`config.mk`:
```
export PLATFORM = sky130hd
export DESIGN_NAME = multicycle_sequencer
export DESIGN_NICKNAME = d
export VERILOG_FILES = /design/src/rtl/multicycle_sequencer.sv
export SDC_FILE = /design/constraint.sdc
export NUM_CORES = 1
export LEC_CHECK = 0
export ABC_CLOCK_PERIOD_IN_PS = 2850
export CAP_MARGIN = 20
export CORE_MARGIN = 1
export CORE_UTILIZATION = 46
export DETAILED_ROUTE_END_ITERATION = 12
export GPL_ROUTABILITY_DRIVEN = 0
export PLACE_DENSITY = 0.86
export SKIP_LAST_GASP = 1
export SYNTH_ARGS = -nofsm -noshare
export SYNTH_HDL_FRONTEND = slang
export SYNTH_SLANG_ARGS = --single-unit
export TNS_END_PERCENT = 50
```
`constraint.sdc`:
```
create_clock -name clk -period 2.85 [get_ports clk]
set_clock_uncertainty 0.1 [all_clocks]
set_input_delay 0.57 -clock clk [delete_from_list [all_inputs] [get_ports clk]]
set_output_delay 0.57 -clock clk [all_outputs]
set_load 0.02 [all_outputs]
```
`src/rtl/multicycle_sequencer.sv`:
```
// Multicycle datapath state sequencer: fetch/decode/execute walk with mem handshake.
// Optional illegal-opcode trap state enabled by defining SEQ_ILLEGAL_TRAP_EN.
module multicycle_sequencer #(
    parameter logic [5:0] OP_LDI  = 6'h10,
    parameter logic [5:0] OP_LD   = 6'h20,
    parameter logic [5:0] OP_STR  = 6'h21,
    parameter logic [5:0] OP_BEQ  = 6'h30,
    parameter logic [5:0] OP_JUMP = 6'h38
) (
    input  logic        clk,
    input  logic        rst,
    input  logic [5:0]  opcode,
    input  logic        mem_ready,
    output logic [3:0]  state,
    output logic        mem_req,
    output logic        ir_write,
    output logic        retire,
`ifdef SEQ_ILLEGAL_TRAP_EN
    output logic        trap,
`endif
    output logic [15:0] retired_count
);

    typedef enum logic [3:0] {
        S_IF      = 4'd0,
        S_RF      = 4'd1,
        S_IMM3    = 4'd2,
        S_ALU_R3  = 4'd3,
        S_ALU_RI3 = 4'd4,
        S_ALU4    = 4'd5,
        S_BRANCH3 = 4'd6,
        S_MEM3    = 4'd7,
        S_LOAD4   = 4'd8,
        S_STORE4  = 4'd9,
        S_LOAD5   = 4'd10,
        S_JUMP3   = 4'd11,
        S_TRAP    = 4'd12
    } state_t;

    state_t st;
    state_t nxt;
    state_t rf_nxt;
    logic   done;
    logic   illegal;

    assign state    = st;
    assign mem_req  = (st == S_IF) || (st == S_LOAD4) || (st == S_STORE4);
    assign ir_write = (st == S_IF) && mem_ready && !rst;

    // Opcode dispatch out of register fetch
    always_comb begin
        rf_nxt  = S_IF;
        illegal = 1'b0;
        if (opcode[5:3] == 3'b000) begin
            rf_nxt = S_ALU_R3;
        end else if (opcode[5:3] == 3'b001) begin
            rf_nxt = S_ALU_RI3;
        end else if (opcode == OP_LDI) begin
            rf_nxt = S_IMM3;
        end else if (opcode == OP_BEQ) begin
            rf_nxt = S_BRANCH3;
        end else if (opcode == OP_LD || opcode == OP_STR) begin
            rf_nxt = S_MEM3;
        end else if (opcode == OP_JUMP) begin
            rf_nxt = S_JUMP3;
        end else begin
            illegal = 1'b1;
`ifdef SEQ_ILLEGAL_TRAP_EN
            rf_nxt  = S_TRAP;
`else
            rf_nxt  = S_IF;
`endif
        end
    end

    always_comb begin
        nxt  = st;
        done = 1'b0;
        case (st)
            S_IF: begin
                if (mem_ready) nxt = S_RF;
            end
            S_RF: begin
                nxt = rf_nxt;
`ifndef SEQ_ILLEGAL_TRAP_EN
                done = illegal;
`endif
            end
            S_ALU_R3, S_ALU_RI3: nxt = S_ALU4;
            S_ALU4, S_IMM3, S_BRANCH3, S_JUMP3, S_LOAD5: begin
                nxt  = S_IF;
                done = 1'b1;
            end
            S_MEM3: nxt = (opcode == OP_LD) ? S_LOAD4 : S_STORE4;
            S_LOAD4: begin
                if (mem_ready) nxt = S_LOAD5;
            end
            S_STORE4: begin
                if (mem_ready) begin
                    nxt  = S_IF;
                    done = 1'b1;
                end
            end
`ifdef SEQ_ILLEGAL_TRAP_EN
            S_TRAP: nxt = S_TRAP;
`endif
            default: nxt = S_IF;
        endcase
    end

    always_ff @(posedge clk) begin
        if (rst) begin
            st            <= S_IF;
            retire        <= 1'b0;
            retired_count <= 16'd0;
`ifdef SEQ_ILLEGAL_TRAP_EN
            trap          <= 1'b0;
`endif
        end else begin
            st     <= nxt;
            retire <= done;
            if (done) retired_count <= retired_count + 16'd1;
`ifdef SEQ_ILLEGAL_TRAP_EN
            trap   <= (nxt == S_TRAP);
`endif
        end
    end

endmodule

```
==> results of run 1 <==
-- cells in the final DEF, fill, tap and decap left out, types with 2 or more instances in the layout --
master / Yosys / final
o31ai_1: 2 / 2
nand4_1: 4 / 4
a21o_2: 2 / 2
and3_1: 2 / 2
mux2i_1: 2 / 2
a21oi_1: 15 / 15
or3_1: 5 / 5
clkdlybuf4s50_1: 0 / 31
nor2_1: 12 / 12
nor3_1: 6 / 6
nand3_1: 9 / 9
inv_1: 9 / 9
nand4b_1: 2 / 2
clkbuf_4: 0 / 3
a31oi_1: 2 / 2
o41ai_1: 2 / 2
dfxtp_1: 21 / 21
buf_4: 2 / 3
nand3b_1: 2 / 2
o21ai_0: 9 / 9
nand2_1: 4 / 4
nor2b_1: 4 / 4
xor2_1: 2 / 2
-- through the flow --
stage	setup slack (ps)	area, um^2	std cells
CTS	124.3	1613	211
global route	89.58	1613	211
detailed placement	128.7	1587	207
finish	134.2	1613	211
global placement	210.0	1587	207
floorplan	700.2	1276	152
-- how the worst min path moves through the flow --
stage                       from                 to  slack (ps)  cells after the start
2_1_floorplan  retired_count[15]  retired_count[15]         450                      2
3_3_place_gp   retired_count[15]  retired_count[15]         370                      2
3_5_place_dp   retired_count[14]  retired_count[14]         380                      2
4_1_cts        retired_count[14]  retired_count[14]         400                      2
5_1_grt        retired_count[14]  retired_count[14]         450                      2
6_report       retired_count[14]  retired_count[14]         400                      2
-- kinds of logic (layout without fill, tap and decap cells) --
logic type / Yosys count / count (layout) / synth area share, %
muxes: 4 / 4 / 3.333
and+or+nand+nor: 61 / 61 / 27.75
buffers and inverters: 18 / 47 / 7.352
xor gates and xnor gates: 2 / 2 / 1.373
AOI/OAI and AO/OA: 45 / 45 / 26.28
DFF: 21 / 21 / 32.94
adders and majority gates: 1 / 1 / 0.9802
-- worst max-delay path, cell delays in order --
cell and delay (ps):
clkdlybuf4s50_1 590, nand3_1 110, nor3_1 150, clkdlybuf4s50_1 630
-- layout make-up --
| class | instances | share of cell area, % |
|---|---|---|
| sequential | 21 | 26.07 |
| inverter | 9 | 2.095 |
| multi-input combinational | 113 | 47.25 |
| clock buffer | 4 | 1.629 |
| timing repair buffer | 34 | 20.64 |
| tap | 30 | 2.327 |
-- Yosys cell counts, types with 3 or more instances --
master and n:
nor2b_1 4, nand3_1 9, nand4_1 4, buf_2 3
or3_1 5, nor2_1 12, nand2_1 4, inv_1 9
a21oi_1 15, o21ai_0 9, dfxtp_1 21, nor3_1 6
-- per-layer routing --
metal	routed length, um	up-vias
met5	0	-
met4	42	0
met3	164	6
met2	1589	37
met1	1341	603
li1	-	624
-- state kept, by name (all words and copies together) (netlist names) --
name and flops:
state 4, retire 1, retired_count 16
-- power by group through the flow --
stage / Clock (mW) / Combinational, mW / Sequential [mW]
finish: 0.146 / 0.139 / 0.317
CTS: 0.150 / 0.140 / 0.316
global placement: 0 / 0.134 / 0.322
global route: 0.159 / 0.151 / 0.319
floorplan: 0 / 0.0855 / 0.327
detailed placement: 0 / 0.139 / 0.323
==> flow_metrics.env, run 1 <==
export IMPL_status="finished clean"
export IMPL_cts_tree="yes"
export IMPL_drv_slew=0
export IMPL_p_int_mw=0.4231
export IMPL_swShare_pct=29.72
export IMPL_yosysWarnings=0
export IMPL_synth_nets=162
export IMPL_syn_area_um2=1276
export IMPL_path_max_fanout=7
export IMPL_tightest_slew_ps=468.9
export IMPL_whs_ps=397.6
export IMPL_cts_setup_buffers=0
export IMPL_synth_seq_cells=21
export IMPL_synth_edf_count=0
export IMPL_multi_input_area_um2=762.0
export IMPL_grt_antenna_before_repair=0
export IMPL_synth_area_leader_cell="dfxtp_1"
export IMPL_vias_per_cell=6.019
export IMPL_drt_iter0_markers=30
export IMPL_cts_buffers=3
export IMPL_p_clk_share_pct=24.3
export IMPL_hp_class="reg -> reg"
export IMPL_rr_endpoint="retired_count[15]"
export IMPL_grt_pass1_wl_um=4871
export IMPL_htreeDepth=1
export IMPL_power_switching_mw=0.1789
export IMPL_num_antenna_cells=0
export IMPL_grt_met3_usage_pct=5.833
export IMPL_busiest_layer="met2"
export IMPL_required_ps=2180
export IMPL_antenna_left=0
export IMPL_seqPwrFrac_pct=52.6
export IMPL_endpoint_kind="output pin"
export IMPL_ys_seq_area_share_pct=32.94
export IMPL_rrSetupSlack_ps=470
export IMPL_grt_pass1_vias=1161
export IMPL_period_needed_ps=2716
export IMPL_rsz0062_at_grt="no"
export IMPL_clk_path_buf_depth=2
export IMPL_die_w_um=54.67
export IMPL_vias=1270
export IMPL_worstSkewPairLatency_ps=310
export IMPL_drive_gt1_share_pct=10.50
export IMPL_n_fill_cell=236
export IMPL_hold_buffers=0
export IMPL_grt_ovfl_total=0
export IMPL_place_hpwl_um=2282
export IMPL_start_util_pct=50.15
export IMPL_worstSetupPathType="in -> out"
export IMPL_power_total_mw=0.6020
export IMPL_r2r_cells=6
export IMPL_p_per_area_nw_per_um2=373.3
export IMPL_cp_start_kind="input port"
export IMPL_fin_tns_setup_ps=0
export IMPL_power_leakage_nw=0.5106
export IMPL_hold_viol=0
export IMPL_grt_usage_pct=22.89
export IMPL_async_reset_ff_share_pct=0
export IMPL_relSlewSlack_pct=68.68
export IMPL_r2r_start="state[0]"
export IMPL_critical_path_startpoint="mem_ready"
export IMPL_final_util_pct=63.37
export IMPL_first_pass_iters=5
export IMPL_syn_avg_cell_area_um2=8.396
export IMPL_globalRouteMet1Util_pct=25.38
export IMPL_drv_cap=0
export IMPL_use_met2_pct=40.76
export IMPL_cts_clk_slew_worst_paths_ps=110
export IMPL_synth_main_ff_cell="dfxtp_1"
export IMPL_crit_arrival_ps=2050
export IMPL_finalSetupViolCount=0
export IMPL_cts_resized=0
export IMPL_wl_per_cell_um=14.87
export IMPL_fp_row_count=18
export IMPL_totalWireLength_um=3137
export IMPL_period_share_pct=95.29
export IMPL_cts_sinks=21
export IMPL_regArea_um2=420.4
export IMPL_synth_cells=152
export IMPL_synth_top_cell_area_share_pct=32.94
export IMPL_die_h_um=54.67
export IMPL_endpoint="ir_write"
export IMPL_max_vdd_ir_drop_mv=0.3480
export IMPL_synth_area_top_cells="dfxtp_1, a21oi_1, nand3_1"
export IMPL_pin_count=32
export IMPL_drc=0
export IMPL_area_growth_pct=26.37
export IMPL_max_freq_mhz=368.2
export IMPL_p_comb_share_pct=23.1
export IMPL_yosysUniqueCellTypes=51
export IMPL_io_buffers=31
export IMPL_grt_max_degree=24
export IMPL_clock_root_buffer="clkbuf_4"
export IMPL_dieArea_um2=2989
export IMPL_design_core_area_um2=2545
export IMPL_fin_nets=192
(Power assumes the default switching activity.)
==> run 2, diff against run 1 <==
--- a/config.mk
+++ b/config.mk
@@ -6,7 +6,6 @@
 export NUM_CORES = 1
 export LEC_CHECK = 0
 export ABC_CLOCK_PERIOD_IN_PS = 2850
-export CAP_MARGIN = 20
 export CORE_MARGIN = 1
 export CORE_UTILIZATION = 46
 export DETAILED_ROUTE_END_ITERATION = 12
==> results of run 2 <==
Final layout, timing and power as in run 1 (identical DEF).
